## src/rtl/snddma_addr_if.sv

```systemverilog
// snddma_addr_if: byte-wide CPU register bus of the sound DMA address sequencer.
interface snddma_addr_if;
  logic       reg_wr;
  logic       reg_rd;
  logic [3:0] reg_a;
  logic [7:0] reg_d;
  logic [7:0] reg_q;

  modport master (output reg_wr, reg_rd, reg_a, reg_d, input reg_q);
  modport slave  (input reg_wr, reg_rd, reg_a, reg_d, output reg_q);
endinterface

```

## src/rtl/snddma_addr.sv

```systemverilog
// snddma_addr: sound DMA frame start/end registers, current address counter and
// request pacing for the MCU control block.
// Optional macro SNDDMA_FRIRQ_EN adds the fr_irq pulse and the sticky frame-done
// flag in control readback bit 7.
module snddma_addr #(
  parameter int unsigned FIFO_DEPTH = 4,
  parameter int unsigned LVL_W      = 3
) (
  input  logic         clk32,
  input  logic         por,
  snddma_addr_if.slave bus,
  input  logic         word_ld,
  input  logic         smp_take,
  input  logic         fr_end,
  output logic [21:1]  snd,
  output logic [21:1]  sft,
  output logic         sndon,
  output logic         sfrep,
`ifdef SNDDMA_FRIRQ_EN
  output logic         fr_irq,
`endif
  output logic         sreq
);

  typedef enum logic [1:0] {StIdle, StLoad, StRun, StWrap} state_e;

  localparam logic [LVL_W-1:0] FillFull = LVL_W'(FIFO_DEPTH);

  state_e           state_q, state_d;
  logic [1:0]       ctrl_q, ctrl_d;
  logic [21:1]      start_sh_q, start_sh_d;
  logic [21:1]      end_sh_q, end_sh_d;
  logic [21:1]      snd_q, snd_d;
  logic [21:1]      sft_q, sft_d;
  logic [LVL_W-1:0] fill_q, fill_d;
  logic             pend_q, pend_d;
  logic             sndon_q, sndon_d;
  logic             sreq_q, sreq_d;
  logic             done_bit;

  logic ctrl_wr, play_wr, stop_wr;
  assign ctrl_wr = bus.reg_wr && (bus.reg_a == 4'd0);
  assign play_wr = ctrl_wr && bus.reg_d[0];
  assign stop_wr = ctrl_wr && !bus.reg_d[0];

  // State register.
  always_ff @(posedge clk32 or posedge por) begin
    if (por) state_q <= StIdle;
    else     state_q <= state_d;
  end

  // Next-state logic; a stop write outranks a simultaneous frame end.
  always_comb begin
    state_d = state_q;
    unique case (state_q)
      StIdle: if (play_wr) state_d = StLoad;
      StLoad: state_d = StRun;
      StRun: begin
        if (stop_wr)     state_d = StIdle;
        else if (fr_end) state_d = StWrap;
      end
      StWrap: state_d = ctrl_q[1] ? StLoad : StIdle;
      default: state_d = StIdle;
    endcase
  end

  // Shadow registers, control, address counter and FIFO fill next-state.
  always_comb begin
    start_sh_d = start_sh_q;
    end_sh_d   = end_sh_q;
    ctrl_d     = ctrl_q;
    snd_d      = snd_q;
    sft_d      = sft_q;
    fill_d     = fill_q;
    pend_d     = pend_q;
    if (bus.reg_wr) begin
      case (bus.reg_a)
        4'd0: ctrl_d = bus.reg_d[1:0];
        4'd1: start_sh_d[21:16] = bus.reg_d[5:0];
        4'd2: start_sh_d[15:8]  = bus.reg_d;
        4'd3: start_sh_d[7:1]   = bus.reg_d[7:1];
        4'd4: end_sh_d[21:16]   = bus.reg_d[5:0];
        4'd5: end_sh_d[15:8]    = bus.reg_d;
        4'd6: end_sh_d[7:1]     = bus.reg_d[7:1];
        default: ;
      endcase
    end
    // A non-repeating frame ends the play request.
    if (state_q == StWrap && !ctrl_q[1]) ctrl_d[0] = 1'b0;
    unique case (state_q)
      StIdle: begin
        fill_d = '0;
        pend_d = 1'b0;
      end
      StLoad: begin
        snd_d  = start_sh_q;
        sft_d  = end_sh_q;
        fill_d = '0;
        pend_d = 1'b0;
      end
      default: begin
        if (state_q == StRun && word_ld) snd_d = snd_q + 21'd1;
        if (word_ld && !smp_take && fill_q < FillFull) fill_d = fill_q + LVL_W'(1);
        else if (smp_take && !word_ld && fill_q != '0) fill_d = fill_q - LVL_W'(1);
        pend_d = (state_q == StRun) ? (pend_q | fr_end) : 1'b0;
      end
    endcase
  end

  // Registered outputs; sndon holds across WRAP/LOAD so a repeating stream stays on.
  always_comb begin
    sndon_d = sndon_q;
    if (state_d == StIdle)     sndon_d = 1'b0;
    else if (state_d == StRun) sndon_d = 1'b1;
    sreq_d = (state_d == StRun) && (fill_d < FillFull) && !pend_d;
  end

  // Datapath and output registers.
  always_ff @(posedge clk32 or posedge por) begin
    if (por) begin
      ctrl_q     <= '0;
      start_sh_q <= '0;
      end_sh_q   <= '0;
      snd_q      <= '0;
      sft_q      <= '0;
      fill_q     <= '0;
      pend_q     <= 1'b0;
      sndon_q    <= 1'b0;
      sreq_q     <= 1'b0;
    end else begin
      ctrl_q     <= ctrl_d;
      start_sh_q <= start_sh_d;
      end_sh_q   <= end_sh_d;
      snd_q      <= snd_d;
      sft_q      <= sft_d;
      fill_q     <= fill_d;
      pend_q     <= pend_d;
      sndon_q    <= sndon_d;
      sreq_q     <= sreq_d;
    end
  end

`ifdef SNDDMA_FRIRQ_EN
  logic done_q, done_d;
  logic fr_irq_q;

  // Sticky frame-done flag; a WRAP outranks a simultaneous read clear.
  always_comb begin
    done_d = done_q;
    if (bus.reg_rd && bus.reg_a == 4'd0) done_d = 1'b0;
    if (state_q == StWrap)               done_d = 1'b1;
  end

  // Frame-done flag and interrupt pulse registers.
  always_ff @(posedge clk32 or posedge por) begin
    if (por) begin
      done_q   <= 1'b0;
      fr_irq_q <= 1'b0;
    end else begin
      done_q   <= done_d;
      fr_irq_q <= (state_d == StWrap);
    end
  end

  assign done_bit = done_q;
  assign fr_irq   = fr_irq_q;
`else
  logic unused_reg_rd;
  assign unused_reg_rd = bus.reg_rd;
  assign done_bit      = 1'b0;
`endif

  assign snd   = snd_q;
  assign sft   = sft_q;
  assign sndon = sndon_q;
  assign sfrep = ctrl_q[1];
  assign sreq  = sreq_q;

  // Combinational register readback.
  always_comb begin
    case (bus.reg_a)
      4'd0:    bus.reg_q = {done_bit, 5'b0, ctrl_q};
      4'd1:    bus.reg_q = {2'b0, start_sh_q[21:16]};
      4'd2:    bus.reg_q = start_sh_q[15:8];
      4'd3:    bus.reg_q = {start_sh_q[7:1], 1'b0};
      4'd4:    bus.reg_q = {2'b0, end_sh_q[21:16]};
      4'd5:    bus.reg_q = end_sh_q[15:8];
      4'd6:    bus.reg_q = {end_sh_q[7:1], 1'b0};
      4'd7:    bus.reg_q = {2'b0, snd_q[21:16]};
      4'd8:    bus.reg_q = snd_q[15:8];
      4'd9:    bus.reg_q = {snd_q[7:1], 1'b0};
      default: bus.reg_q = 8'h00;
    endcase
  end

endmodule

```

## src/flat_wrapper.sv

```systemverilog
// flat-port wrapper written by rule: the top's interface ports become plain ports
module snddma_addr_flat 
#(
  parameter int unsigned FIFO_DEPTH = 4,
  parameter int unsigned LVL_W      = 3
)
  (clk32, por, word_ld, smp_take, fr_end, snd, sft, sndon, sfrep, sreq, bus_reg_wr, bus_reg_rd, bus_reg_a, bus_reg_d, bus_reg_q);
  snddma_addr_if bus_i ();
  input  logic clk32;
  input  logic por;
  input  logic word_ld;
  input  logic smp_take;
  input  logic fr_end;
  output logic [21:1] snd;
  output logic [21:1] sft;
  output logic sndon;
  output logic sfrep;
  output logic sreq;
  input wire logic [$bits(bus_i.reg_wr)-1:0] bus_reg_wr;
  input wire logic [$bits(bus_i.reg_rd)-1:0] bus_reg_rd;
  input wire logic [$bits(bus_i.reg_a)-1:0] bus_reg_a;
  input wire logic [$bits(bus_i.reg_d)-1:0] bus_reg_d;
  output wire logic [$bits(bus_i.reg_q)-1:0] bus_reg_q;
  assign bus_i.reg_wr = bus_reg_wr;
  assign bus_i.reg_rd = bus_reg_rd;
  assign bus_i.reg_a = bus_reg_a;
  assign bus_i.reg_d = bus_reg_d;
  assign bus_reg_q = bus_i.reg_q;
  snddma_addr #(.FIFO_DEPTH(FIFO_DEPTH), .LVL_W(LVL_W)) u_core (.clk32(clk32), .por(por), .bus(bus_i), .word_ld(word_ld), .smp_take(smp_take), .fr_end(fr_end), .snd(snd), .sft(sft), .sndon(sndon), .sfrep(sfrep), .sreq(sreq));
endmodule
```

## config.mk

```make
export PLATFORM = sky130hd
export DESIGN_NAME = snddma_addr_flat
export DESIGN_NICKNAME = d
export VERILOG_FILES = /design/src/rtl/snddma_addr_if.sv /design/src/rtl/snddma_addr.sv /design/src/flat_wrapper.sv
export SDC_FILE = /design/constraint.sdc
export NUM_CORES = 1
export LEC_CHECK = 0
export CORE_MARGIN = 5
export CORE_UTILIZATION = 49
export DETAILED_ROUTE_END_ITERATION = 10
export GPL_TIMING_DRIVEN = 0
export PLACE_DENSITY_LB_ADDON = 0.2
export SLEW_MARGIN = 20
export SYNTH_ARGS = -nofsm -noshare
export SYNTH_HDL_FRONTEND = slang
export SYNTH_SLANG_ARGS = --single-unit
```

## constraint.sdc

```tcl
create_clock -name clk32 -period 2.91 [get_ports clk32]
set_input_delay 0.582 -clock clk32 [delete_from_list [all_inputs] [get_ports clk32]]
set_output_delay 0.582 -clock clk32 [all_outputs]
set_load 0.005 [all_outputs]
```

==> results of run 1 <==
-- synthesized netlist by cell type, drive strengths merged (2+ instances only) --
library cell  number  area share
a21o               2      0.0031
a21oi             11       0.012
a221o              5       0.010
a221oi             3      0.0054
a22o               6       0.011
a22oi              5      0.0077
a31oi              6      0.0077
a32oi              5      0.0090
and3               9       0.012
and4               2      0.0036
buf               15       0.018
clkbuf            14       0.011
dfrtp             94        0.48
ha                 4       0.010
inv                9      0.0069
mux2              48        0.11
mux2i             12       0.025
mux4               2      0.0092
nand2             90       0.069
nand2b             3      0.0039
nand3             17       0.019
nand3b             3      0.0046
nand4              6      0.0077
nor2              19       0.015
nor2b             12       0.015
nor3              11       0.014
nor3b              4      0.0062
nor4               4      0.0064
o211ai             6      0.0092
o21ai             16       0.016
o221a              2      0.0046
o22ai              2      0.0026
o311ai             5      0.0090
o31ai              2      0.0031
or3b               2      0.0041
or4                3      0.0054
-- sequential cells by signal (all words and copies together) (netlist names) --
signal	count
u_core.ctrl_q	2
u_core.end_sh_q	21
u_core.fill_q	3
u_core.pend_q	1
u_core.sft	21
u_core.snd	21
u_core.sndon	1
u_core.sreq	1
u_core.start_sh_q	21
u_core.state_q	2
-- placed cells by master, fill, tap and decap left out, drive strengths merged, types with 6 or more instances in the layout --
master         instances
nor2                  19
a22o                   6
mux2                  48
nand3                 17
o21ai                 16
dfrtp                 94
nor3                  11
mux2i                 12
nand4                  6
nor2b                 12
and3                   9
a21oi                 11
inv                    9
clkbuf                26
a31oi                  6
nand2                 90
buf                   16
o211ai                 6
clkdlybuf4s50         65
-- worst min-delay path by stage --
stage	startpoint	end	slack [ps]	cells past startpoint
2_1_floorplan	u_core.end_sh_q[19]$_DFFE_PP0P_	u_core.sft[19]$_DFFE_PP0P_	450	2
3_5_place_dp	u_core.sft[17]$_DFFE_PP0P_	u_core.sft[17]$_DFFE_PP0P_	460	2
3_3_place_gp	u_core.pend_q$_DFF_PP0_	u_core.pend_q$_DFF_PP0_	460	1
5_1_grt	u_core.sft[21]$_DFFE_PP0P_	u_core.sft[21]$_DFFE_PP0P_	510	2
4_1_cts	u_core.sft[6]$_DFFE_PP0P_	u_core.sft[6]$_DFFE_PP0P_	490	2
6_report	u_core.sft[20]$_DFFE_PP0P_	u_core.sft[20]$_DFFE_PP0P_	480	2
-- what timing repair did --
item | 4_1_cts | 5_1_grt
resized for setup | 13 | 11
pin swaps | 0 | 1
setup endpoints to repair | 8 | 5
-- per-stage QoR --
| step | hold slack, ps | std cells |
|---|---|---|
| global route | 509.7 | 693 |
| CTS | 487.8 | 693 |
| global placement | 460.1 | 675 |
| detailed placement | 464.7 | 677 |
| finish | 483.2 | 693 |
| floorplan | 449.1 | 475 |
-- final cells by class --
| cell class | count | area [sq um] |
|---|---|---|
| plain buffers | 29 | 176.4 |
| clock buffers | 11 | 141.4 |
| clock inverters | 5 | 81.33 |
| fillers | 837 | 3706 |
| inverters | 9 | 37.54 |
| multi-input cells | 343 | 2354 |
| flip-flops and latches | 94 | 2352 |
| well taps | 133 | 166.4 |
| repair buffers | 69 | 714.4 |
-- tightest hold or removal path: cells and delay by family (launching register included) --
kind             cells  cell delay (ps)
flip-flops           1              350
AND/OR/NAND/NOR      2              100
-- cell families (layout without fill, tap and decap cells) --
group	after synthesis	in the layout	share of synthesized area
AOI/OAI and AO/OA	86	86	0.1303
adders and majority gates	4	4	0.01028
xor gates and xnor gates	1	1	0.001799
muxes	62	62	0.1449
buffers and inverters	38	123	0.03571
and+or+nand+nor	190	190	0.1940
DFF	94	94	0.4830
-- metal layers --
| metal | global-route usage | wire length, microns |
|---|---|---|
| met1 | 0.3488 | 6284 |
| met3 | 0.03876 | 1021 |
| met2 | 0.4093 | 6899 |
| met4 | 0.09261 | 265 |
| met5 | 0 | 0 |
-- power by group --
part           internal, uW  switching, uW  total, uW  leakage [uW]
Clock                   510            479        988      0.000110
Combinational           962            768       1730       0.00133
Sequential             1720            476       2200       0.00118
Total                  3190           1720       4910       0.00263
==> summary.md, run 1 <==
| Metric | Value |
|---|---|
| Status | completed |
| Initial DRT Pass Iterations | 6 |
| Core area | slightly below 0.01 sq mm |
| Fmax | approximately 350 MHz |
| Mapped Area | 0.004870 sq mm |
| Pwr Density | 815.9 mW/mm^2 |
| H-tree Lvls | 3 |
| Pin count of the biggest net entering global routing | 35 |
| Worst-margin pin slew | between 600 and 700 ps |
| DIE WIDTH | around 110 microns |
| CP startpoint kind | primary input |
| Slew Limit Fails | 0 |
| Static leakage power | between 0.002 and 0.003 uW |
| Final instance area | 0.006023 sq mm |
| CTS root buf | clkbuf_8 |
| Critical Path AT | 2240 ps |
| Netlist cell types | 62 |
| Final WL | 14470 microns |
| Final min period | approximately 2800 ps |
| Min-Delay Path Class | reg2reg |
| CP bufs+invs | 2 |
| FFs w/ async S/R, synth | 1.000 |
| Vias per inst | ~6.0 |
| Initial Utilization | 0.5005 |
| Synth Register Bits | 94 |
| Setup_tns | 0 ps |
| Worst-path clk slew | roughly 90 ps |
| Setup CP Type | in2out |
| Nets | between 500 and 600 |
| Crit share post-route | 0.9681 |
| Pre-CTS setup slack | -768.6 ps |
| Util after Layout | 0.6191 |
| Register area share after synthesis | 0.4830 |
| Depth of the worst register-to-register path | 5 |
| Routed Antenna Nets | 0 |
| Yosys warns | 0 |
| Die area | approximately 0.012 sq mm |
| Vias in the first global route | 4151 |
| First-pass GRT wire length | 22910 microns |
| DRT iter0 DRCs | ~400 |
| # port buffers | between 60 and 70 |
| Crit. End Element | output pin |
| Max VDD drop | between 0.3 and 0.4 mV |
| CP Data Required Time | roughly 2300 ps |
| IO Pins | 72 |
| Chip height | between 100 and 150 microns |
| Residual DRC count | 0 |
| Grt total ovfl | 0 |
| Gpl congestion | ~0.95 |
| Antenna cells | 0 |
| Critical Path Max Stage Delay | about 500 ps |
| Final worst setup slack | around 93 ps |
| Setup bufs post-CTS | 0 |
| TritonCTS buffer count | 9 |
| Critical path destination | bus_reg_q[6] |
| Reg2reg end | u_core.snd[21]$_DFFE_PP0P_ |
| Max_cap viols | 0 |
| # hold bufs at CTS | 0 |
| GRT Util Overall | 0.2540 |
| Crit path depth | 6 |
| Post-synthesis cell count | between 400 and 500 |
| Number of synthesized flops with an enable pin | 0 |
| Final hold vios | 0 |
| Rows | 36 |
| Layout area overhead | 23.69% |
| Max Clock Skew | roughly 6.3 ps |
| Setup Viol. Count Final | 0 |
| Vias | 4148 |
| Unrepaired setup endpoints after global routing | true |
| Syn_nets | between 400 and 500 |
| Top delay family on crit path | buffers and inverters |
| Share of layout cells above drive strength 1 | 0.1857 |
| Avg WL per Cell | 20.88 microns |
| Setup crit start | bus_reg_a[1] |
| Worst R2R Setup Slack | 750 ps |
| Dpl cell area | 0.005751 sq mm |
| CTS tree | yes |
| Ys flop type | dfrtp_1 |
| CP Max Fanout | 10 |
| Initial antenna violation count | 0 |
| Syn avg cell area | 10.25 sq um |
| Clock latency on the worst-skew pair | 370 ps |
| Slew headroom | 0.5352 |
| Post-DP HPWL | 10690 microns |
| RR Startpoint | u_core.snd[1]$_DFFE_PP0P_ |
| Pwr Total | 4914 uW |
| Critical-path top delay cell | clkdlybuf4s50_1 |
| Crit path cell chain | clkbuf_4 -> nor2b_2 -> a22oi_1 -> a21oi_1 -> a22o_1 -> clkdlybuf4s50_1 |
| Sink Count | between 90 and 100 |
| Worst-case clock buffer depth | 2 |
(Power assumes the default switching activity.)
==> run 2: changes to the inputs <==
- CORE_UTILIZATION: 49 -> 55
- SETUP_SLACK_MARGIN: default -> 0.02
- clock period: 2.91 -> 3.2 ns (I/O delays scaled with it)
==> run 2 against run 1 <==
Die area decreased by 9.9%. First-iteration DRC count decreased by 19%. Clock skew increased by 3.2 ps. Sequential share of layout area increased by 0.68 points. Clock power decreased by 19%. Power decreased by 12%. Via count increased by 1.4%. Non-clock buffer count decreased by 1.
==> summary.md, run 2 (synthesis gave the netlist of run 1 again) <==
| Metric | Value |
|---|---|
| Setup CP Type | in2out |
| Max VDD drop | 0.4720 mV (+25%) |
| DRT iter0 DRCs | 320 (-19%) |
| Final min period | about 3000 ps |
| Most common cell after layout, fill and taps aside | dfrtp_1 |
| Avg WL per Cell | 20.69 microns (-0.92%) |
| Initial DRT Pass Iterations | 5 (-1) |
| Share of layout cells above drive strength 1 | 0.1771 (-0.008612) |
| Setup bufs post-CTS | 0 (unchanged) |
| Initial antenna violation count | 0 (unchanged) |
| Crit. End Element | output pin |
| Layout area overhead | 21.58% |
| Area of the multi-input gates | 0.002344 sq mm (-0.43%) |
| Crit share post-route | 0.9401 |
| Pin count of the biggest net entering global routing | 78 (+120%) |
| Nets | 577 (-0.17%) |
| Register area | 0.002352 sq mm (unchanged) |
| Grt total ovfl | 0 (unchanged) |
| Die area | 0.01084 sq mm (-9.9%) |
| Pwr Total | 4340 uW (-12%) |
| Met3 Track Usage GR | 0.04159 (+0.002834) |
| Min-Delay Endpoint | u_core.sft[12]$_DFFE_PP0P_ |
| Clock latency on the worst-skew pair | 360 ps (about the same) |
| TritonCTS buffer count | 9 (unchanged) |
| Post-DP HPWL | 10080 microns (-5.6%) |
| Fmax | ~330 MHz |
| Max_cap viols | 0 (unchanged) |
| Gpl congestion | 0.9576 (+0.95%) |
| CP Data Required Time | 2560 ps (+230 ps) |
| Vias in the first global route | 4169 (+0.43%) |
| Top Usage Layer GRT | met2 |
| Hold Crit Start | u_core.sft[12]$_DFFE_PP0P_ |
| Pwr Density | 733.1 mW/mm^2 (-10%) |
| Slew headroom | 0.5572 (+0.02195) |
| Initial Utilization | 0.5611 (+0.06062) |
| DIE WIDTH | 104.1 microns (-5.1%) |
| Most frequent cells in the layout | dfrtp_1, nand2_1, clkdlybuf4s50_1 |
| CP Max Fanout | 10 (unchanged) |
| Vias per inst | 6.309 (+5.4%) |
| Setup Viol. Count Final | 0 (unchanged) |
| CP startpoint kind | primary input |
| Antenna cells | 0 (unchanged) |
| Routed Antenna Nets | 0 (unchanged) |
| H-tree Lvls | 3 (unchanged) |
| Min-Delay Path Class | reg2reg |
| Static leakage power | 0.002579 uW (-1.8%) |
| Sink Count | 94 (unchanged) |
| Core area | 0.008678 sq mm (-11%) |
| Worst-path clk slew | 100 ps (about the same) |
| Met1 global-route usage | 0.3624 (+0.01355) |
| Final WL | 13800 microns (-4.6%) |
| CTS tree | yes |
| Hold path depth | 2 (unchanged) |
| Residual DRC count | 0 (unchanged) |
| First-pass GRT wire length | 22390 microns (-2.3%) |
| Worst-case clock buffer depth | 2 (unchanged) |
| Worst-margin pin slew | 664.3 ps (-31.46 ps) |
| Fillers | 701 (-16%) |
| Final hold vios | 0 (unchanged) |
| Met2 Use GR | 0.4066 (-0.002680) |
| Vias | 4208 (+1.4%) |
| Reg2reg end | u_core.snd[21]$_DFFE_PP0P_ |
| Critical Path AT | 2370 ps (+130 ps) |
| Worst R2R Setup Slack | 1030 ps (+280 ps) |
| Depth of the worst register-to-register path | 5 (unchanged) |
| Max Clock Skew | 9.475 ps (+3.157 ps) |
| Status | completed |
| IO Pins | 72 (unchanged) |
| Pre-CTS setup slack | -628.2 ps (+140.4 ps) |
| Chip height | 104.1 microns (-5.1%) |
| Final worst setup slack | 191.8 ps (+98.96 ps) |
| Unrepaired setup endpoints after global routing | false |
| GRT Util Overall | 0.2582 (+0.004115) |
| RR Startpoint | u_core.snd[2]$_DFFE_PP0P_ |
| Rows | 34 (-5.6%) |
| # port buffers | 67 (unchanged) |
| Slew Limit Fails | 0 (unchanged) |
| CTS root buf | clkbuf_8 |
==> run 2: cell types whose count changed in the layout (fill, tap and decap cells not counted), moves of 2 or more <==
| cell | delta |
|---|---|
| nor2b_2 | -4 |
| nor2b_1 | +4 |
| clkbuf_8 | -2 |
| buf_12 | -2 |
| clkbuf_2 | +2 |
==> run 2: per-layer routing <==
metal / wire length, microns / up-vias
met5: 0 / -
met4: 332 / 0
met1: 5938 / 2091
met3: 942 / 32
met2: 6586 / 191
li1: - / 1894
==> run 2: power by group <==
| group | switching (uW) | internal [uW] | leakage, uW |
|---|---|---|---|
| clock | 434 | 366 | 0.0000891 |
| sequential | 415 | 1560 | 0.00118 |
| combinational | 691 | 870 | 0.00131 |
| total | 1540 | 2800 | 0.00258 |
==> run 2: layout make-up <==
cell class,count,area share
Buffer,29,0.02705
Clock buffer,10,0.02156
Clock inverter,6,0.01183
Inverter,9,0.006551
Multi-Input combinational cell,343,0.3958
Sequential cell,94,0.3973
Tap cell,108,0.02282
Timing Repair Buffer,68,0.1171
==> run 2: worst max-delay path, stage by stage <==
cell and delay (ps):
buf_6 120, clkbuf_2 250, nor2b_1 330, a32oi_1 150, o32a_1 190, o211ai_1 130, clkdlybuf4s50_1 550
==> run 2: what timing repair did <==
item | 4_1_cts | 5_1_grt
hold buffers | 0 | 0
endpoints found under the setup margin | 8 | 6
gates resized for setup | 6 | 11
==> run 2: worst max path at each step <==
| stage | start | end | slack [ps] |
|---|---|---|---|
| global placement | por | u_core.sft[5]$_DFFE_PP0P_ | -1290 |
| CTS | bus_reg_a[1] | bus_reg_q[3] | 30 |
| detailed placement | bus_reg_a[0] | bus_reg_q[4] | -630 |
| floorplan | por | u_core.ctrl_q[0]$_DFFE_PP0P_ | 110 |
| finish | bus_reg_a[3] | bus_reg_q[3] | 190 |
| global route | bus_reg_a[1] | bus_reg_q[3] | 60 |
==> run 2: metrics by stage <==
stage                     hold slack (ps)  utilization  std cells  cell area, sq um  setup TNS (ps)
after floorplan                     449.1            -        475              4870               0
after global placement              458.1       0.6540        650              5675         -124370
after detailed placement            462.1       0.6577        651              5708           -3707
after CTS                           486.2       0.6817        667              5916               0
after global routing                506.7       0.6822        667              5921               0
final                               479.9       0.6822        667              5921               0
